--- src/rtl/mips32_trace_buffer.sv ---
// Retirement trace buffer: records qualifying retirements into a circular RAM
// until an opcode trigger plus a post-trigger window, then drains the entries oldest first.
module mips32_trace_buffer #(
  parameter int unsigned DEPTH       = 16,
  parameter int unsigned PC_W        = 32,
  parameter int unsigned DATA_W      = 32,
  parameter int unsigned MODE_FILTER = 0,
  localparam int unsigned AW         = $clog2(DEPTH)
) (
  input  logic              clk,
  input  logic              rst_n,
  input  logic              cap_valid,
  input  logic [PC_W-1:0]   cap_pc,
  input  logic [31:0]       cap_instr,
  input  logic [DATA_W-1:0] cap_result,
  input  logic              cap_regwrite,
  input  logic [4:0]        cap_rd,
  input  logic              arm,
  input  logic [5:0]        trig_opcode,
  input  logic [5:0]        trig_mask,
  input  logic [AW-1:0]     post_cnt,
  output logic              out_valid,
  input  logic              out_ready,
  output logic [PC_W-1:0]   out_pc,
  output logic [31:0]       out_instr,
  output logic [DATA_W-1:0] out_result,
  output logic [4:0]        out_rd,
  output logic              out_regwrite,
  output logic [1:0]        state,
  output logic [AW:0]       count,
  output logic              overflow
);

  typedef enum logic [1:0] {StIdle = 2'd0, StArmed = 2'd1, StPost = 2'd2, StDone = 2'd3} state_e;

  typedef struct packed {
    logic [PC_W-1:0]   pc;
    logic [31:0]       instr;
    logic [DATA_W-1:0] result;
    logic [4:0]        rd;
    logic              regwrite;
  } entry_t;

  localparam logic [AW:0] CountFull = (AW + 1)'(DEPTH);

  state_e         state_q, state_d;
  logic [AW-1:0]  wptr_q, wptr_d;
  logic [AW-1:0]  rptr_q, rptr_d;
  logic [AW-1:0]  remaining_q, remaining_d;
  logic [AW:0]    count_q, count_d;
  logic           overflow_q, overflow_d;
  logic           wr_en;
  logic           qual;
  logic           hit;
  entry_t         wr_entry;
  entry_t         rd_entry;
  entry_t         mem_q [DEPTH];

  assign qual = cap_valid && ((MODE_FILTER == 0) || cap_regwrite);
  assign hit  = qual && (((cap_instr[31:26] ^ trig_opcode) & trig_mask) == 6'd0);

  assign wr_entry = '{pc: cap_pc, instr: cap_instr, result: cap_result, rd: cap_rd,
                      regwrite: cap_regwrite};

  always_comb begin
    state_d     = state_q;
    wptr_d      = wptr_q;
    rptr_d      = rptr_q;
    remaining_d = remaining_q;
    count_d     = count_q;
    overflow_d  = overflow_q;
    wr_en       = 1'b0;

    unique case (state_q)
      StIdle: begin
        if (arm) begin
          state_d    = StArmed;
          wptr_d     = '0;
          count_d    = '0;
          overflow_d = 1'b0;
        end
      end
      StArmed: begin
        if (arm) begin
          wptr_d     = '0;
          count_d    = '0;
          overflow_d = 1'b0;
        end else if (qual) begin
          wr_en  = 1'b1;
          wptr_d = wptr_q + AW'(1);
          if (count_q == CountFull) overflow_d = 1'b1;
          else                      count_d    = count_q + (AW + 1)'(1);
          if (hit) begin
            if (post_cnt == '0) begin
              state_d = StDone;
            end else begin
              state_d     = StPost;
              remaining_d = post_cnt;
            end
          end
        end
      end
      StPost: begin
        if (qual) begin
          wr_en       = 1'b1;
          wptr_d      = wptr_q + AW'(1);
          remaining_d = remaining_q - AW'(1);
          if (count_q == CountFull) overflow_d = 1'b1;
          else                      count_d    = count_q + (AW + 1)'(1);
          if (remaining_q == AW'(1)) state_d = StDone;
        end
      end
      StDone: begin
        if (out_valid && out_ready) begin
          rptr_d  = rptr_q + AW'(1);
          count_d = count_q - (AW + 1)'(1);
          if (count_q == (AW + 1)'(1)) state_d = StIdle;
        end
      end
      default: state_d = StIdle;
    endcase

    // Oldest surviving entry sits count entries behind the write pointer; a full count wraps to 0.
    if (state_d == StDone && state_q != StDone) rptr_d = wptr_d - count_d[AW-1:0];
  end

  always_ff @(posedge clk or negedge rst_n) begin
    if (!rst_n) begin
      state_q     <= StIdle;
      wptr_q      <= '0;
      rptr_q      <= '0;
      remaining_q <= '0;
      count_q     <= '0;
      overflow_q  <= 1'b0;
    end else begin
      state_q     <= state_d;
      wptr_q      <= wptr_d;
      rptr_q      <= rptr_d;
      remaining_q <= remaining_d;
      count_q     <= count_d;
      overflow_q  <= overflow_d;
    end
  end

  // Trace RAM is intentionally left out of reset.
  always_ff @(posedge clk) begin
    if (wr_en) mem_q[wptr_q] <= wr_entry;
  end

  assign rd_entry     = mem_q[rptr_q];
  assign out_valid    = (state_q == StDone) && (count_q != '0);
  assign out_pc       = rd_entry.pc;
  assign out_instr    = rd_entry.instr;
  assign out_result   = rd_entry.result;
  assign out_rd       = rd_entry.rd;
  assign out_regwrite = rd_entry.regwrite;
  assign state        = state_q;
  assign count        = count_q;
  assign overflow     = overflow_q;

endmodule

--- config.mk ---
export PLATFORM = sky130hd
export DESIGN_NAME = mips32_trace_buffer
export DESIGN_NICKNAME = d
export VERILOG_FILES = /design/src/rtl/mips32_trace_buffer.sv
export SDC_FILE = /design/constraint.sdc
export NUM_CORES = 2
export LEC_CHECK = 0
export ABC_AREA = 1
export BUFFER_PORTS_ARGS = -buffer_cell sky130_fd_sc_hd__buf_4
export CORE_ASPECT_RATIO = 0.7
export CORE_MARGIN = 2
export CORE_UTILIZATION = 45
export CTS_CLUSTER_SIZE = 25
export DETAILED_ROUTE_END_ITERATION = 10
export GPL_ROUTABILITY_DRIVEN = 0
export GPL_TIMING_DRIVEN = 0
export HOLD_SLACK_MARGIN = 0.1
export PLACE_DENSITY = 0.69
export RECOVER_POWER = 50
export SETUP_SLACK_MARGIN = 0.2
export SKIP_LAST_GASP = 1
export SLEW_MARGIN = 10
export SYNTH_ARGS = -nofsm -noshare
export SYNTH_HDL_FRONTEND = slang
export SYNTH_SLANG_ARGS = --single-unit
--- constraint.sdc ---
create_clock -name clk -period 14.3 [get_ports clk]
set_clock_uncertainty 0.1 [all_clocks]
set_input_delay 0 -clock clk [delete_from_list [all_inputs] [get_ports clk]]
set_output_delay 0 -clock clk [all_outputs]
set_load 0.02 [all_outputs]
==> PnR_summary.wiki <==
{| class="wikitable"
! Metric !! Value
|-
| Antenna violations before repair || 7
|-
| Number of H-tree levels || 4
|-
| Final worst path period share || 33.57%
|-
| Signed area change from the synthesized netlist to the final layout || 19.73%
|-
| Area of the mapped netlist || about 65,000 µm²
|-
| Slowest cell delay on critical path || 1.23 ns
|-
| Status || finished with violations
|-
| Worst Hold Class || in -> reg
|-
| Cell area power density || 189.9 nW/µm²
|-
| Starting density of the core || 45.43%
|-
| DRC violation total after the first TritonRoute iteration || 6,884
|-
| Sequential cell area fraction in the yosys report || about three quarters
|-
| Netlist cell types || 45
|-
| Required @ worst endpoint || 14.67 ns
|-
| Number of max-capacitance violations reported || 4
|-
| Count of final max-slew check failures || 34
|-
| Total nets after synthesis || 4,372
|-
| Wire length reported by the detailed router || ~200,000 µm
|-
| Violated checks || capacitance limit, slew limit
|-
| Timing-limited maximum frequency || 208.3 MHz
|-
| Cell taking the most area after synthesis || sky130_fd_sc_hd__edfxtp_1
|-
| Final setup TNS || 0 ns
|-
| Setup repair bufs after CTS || 0
|-
| GRT overflow || 0
|-
| Share of the synthesized area in the top cell type || 75.38%
|-
| Rows || between 100 and 150
|-
| Synthesis-stage register bit count || 1,652
|-
| Share of synthesized flip-flops with an asynchronous set or reset || 1.211%
|-
| Slowest CP cell || sky130_fd_sc_hd__nor2_1
|-
| Gates resized, CTS repair || 0
|-
| Final HPWL from detailed placement || 129,600 µm
|-
| Via count of the first global-routing pass || 40,900
|-
| Post-CTS Hold Fix Bufs || 235
|-
| Core region area || 143,100 µm²
|-
| Setup repair after global routing missed its margin || false
|-
| Static Leakage || 0.02582 µW
|-
| Sinks on Clock Net || roughly 1,700
|-
| List of most frequent post-synthesis cells || sky130_fd_sc_hd__edfxtp_1, sky130_fd_sc_hd__nor2_1, sky130_fd_sc_hd__o21ai_0
|-
| Clock-pin slew on the worst setup and hold paths || 0.06 ns
|-
| Clock tree from TritonCTS || done
|-
| Port bufs || 232
|-
| DRC viols || 0
|-
| Series of cell instances along the critical path || inv_1 > ha_1 > clkbuf_1 > inv_1 > nand2_1 > nand2_1 > inv_1 > nand2_1 > nor2_1 > nand2_1 > nor2_1 > buf_16 > buf_16 > buf_12
|-
| Highest ir drop seen on vdd || 0.1510 mV
|-
| Via count || 42,480
|-
| Worst Setup End Kind || flip-flop
|-
| Total number of yosys warnings || 0
|-
| Largest net degree at the start of global routing || 26
|-
| Count of mapped cells out of synthesis || 4,229
|-
| Least-Margin Pin Slew || 1.549 ns
|-
| Biggest fanout along the worst timing path || 23
|-
| CP dominant cell by count || sky130_fd_sc_hd__nand2_1
|-
| Routed len/inst || 28.39 µm
|-
| Total Die Area || between 100,000 and 150,000 µm²
|-
| GRT Overall Usage || 26.32%
|-
| Leading register cell type out of synthesis || sky130_fd_sc_hd__edfxtp_1
|-
| Crit start category || flip-flop
|-
| Final setup violation count || 0
|-
| Top-count cell post-synth || sky130_fd_sc_hd__edfxtp_1
|-
| Mean post-synth cell area || ~15 µm²
|-
| Tightest slew margin relative to the limit || -3.618%
|-
| Global-route wire length before repair || approximately 280,000 µm
|-
| Dominant cells by area after synthesis || sky130_fd_sc_hd__edfxtp_1, sky130_fd_sc_hd__mux2i_1, sky130_fd_sc_hd__o221ai_1
|-
| Detailed Routing Iterations Pass 1 || 6
|-
| Die width || between 400 and 500 µm
|-
| Latest clock arrival within the worst-skew pair || 0.80 ns
|-
| Minimum period implied by the final worst setup slack || 4.801 ns
|-
| Arr. time, crit path || 5.17 ns
|-
| Final Hold Violating Endpoints || 0
|-
| Number of antenna-violating nets in the routed design || 0
|-
| CTS Root Buffer Type || sky130_fd_sc_hd__clkbuf_16
|-
| Number of buffers inserted during clock tree synthesis || 151
|-
| Final core occ || 54.40%
|-
| Count of boundary I/O pins || 234
|-
| Category of the critical setup timing path || reg -> reg
|-
| # fillers || about 11,000
|-
| Number of synthesized flops with an enable pin || roughly 1,600
|-
| Share of cells above drive strength 1 || about an eighth
|-
| Nets || between 5,000 and 6,000
|-
| Buffers from clock root to sink, at most || 3
|-
| Detail-routed via count per cell || 6.123
|-
| Vert. Die Dim || 322.0 µm
|}
==> stage by stage <==
stage	cell area (µm²)	instances	worst slack [ns]	total power, µW	hold slack (ns)
3_5_place_dp	70940	6426	10.48	10780	-0.1856
3_3_place_gp	69120	6349	2.900	10690	-0.1888
2_1_floorplan	65020	4229	7.823	8463	-0.3956
6_report	77840	6938	9.499	14790	0.1997
4_1_cts	78000	6936	10.01	14720	0.1165
5_1_grt	77840	6937	9.147	15260	0.2218
==> critical path, delay by kind of cell (launching register included) <==
family / cells / cell delay, ns
flip-flops: 1 / 0.45
AND/OR/NAND/NOR: 6 / 2.19
adder cells (fa/ha/maj): 1 / 0.17
buffers and inverters: 7 / 1.53
==> sequential cells by signal (all words and copies together) (netlist names) <==
name         count
rptr_q           4
count            5
mem_q         1632
wptr_q           4
overflow         1
state            2
remaining_q      4
==> where the power goes <==
part           internal (µW)  switching [µW]
clock network           2120            1820
registers               5430            43.6
logic                   1600            3780
total                   9150            5630
==> worst paths after layout <==
kind / from / end / slack [ns] / cells after the start
min: cap_valid / wptr_q[0]$_DFF_PN0_ / 0.20 / 6
min in group asynchronous: rst_n / count[2]$_DFF_PN0_ / 0.40 / 3
min reg2reg: overflow$_DFFE_PN0P_ / overflow$_DFFE_PN0P_ / 0.47 / 2
max: state[0]$_DFF_PN0_ / mem_q[12][33]$_DFFE_PP_ / 9.50 / 14
max in group asynchronous: rst_n / rptr_q[1]$_DFFE_PN0P_ / 13.03 / 3
max reg2reg: state[0]$_DFF_PN0_ / mem_q[12][33]$_DFFE_PP_ / 9.50 / 14
==> cells by family after synthesis <==
kind of cell | synth area share, %
AO/OA/AOI/OAI | 9.768
XOR/XNOR | 0.09430
adder cells (fa/ha/maj) | 0.3964
buffers and inverters | 2.492
flip-flops | 76.15
multiplexers | 5.265
AND/OR/NAND/NOR | 5.839
==> routing by layer <==
layer / up-vias / part of all wire [%] / GRT usage [%]
met3: 377 / 13 / 6.096
met2: 2983 / 44 / 38.82
met1: 21160 / 40 / 38.04
li1: 17960 / - / -
met5: - / 0.014 / 0
met4: 4 / 3.7 / 10.03
==> cells in the final DEF (no fill, tap or decap), drive strengths merged <==
cell type	instances
mux2i	342
ha	19
or2	2
nand4	5
inv	55
o31ai	1
clkinv	71
a22oi	3
o21a	1
xor2	5
o221ai	342
nor2	585
nand3	160
a21oi	12
o21ai	424
dfrtp	20
nand2	169
a31oi	5
clkinvlp	3
edfxtp	1632
xnor2	2
buf	323
dlygate4sd3	235
o22ai	3
o21bai	1
o211ai	66
a211oi	1
bufinv	7
o32ai	65
clkbuf	481
fa	1
nand3b	1
diode	2
nor3	6
==> cell type report <==
cell class                 instances  area (µm²)  share of cell area [%]
clock buffer                     189        3985                   5.119
sequential                      1652       49510                   63.60
buffer                           306        1435                   1.844
clock inverter                    86       719.4                  0.9242
tap                             1888        2362                   3.035
timing repair buffer             544        5707                   7.331
inverter                          50       190.2                  0.2443
antenna                            2       5.005                0.006429
multi-input combinational       2221       13930                   17.90
Power figures use the tool's default switching activity.
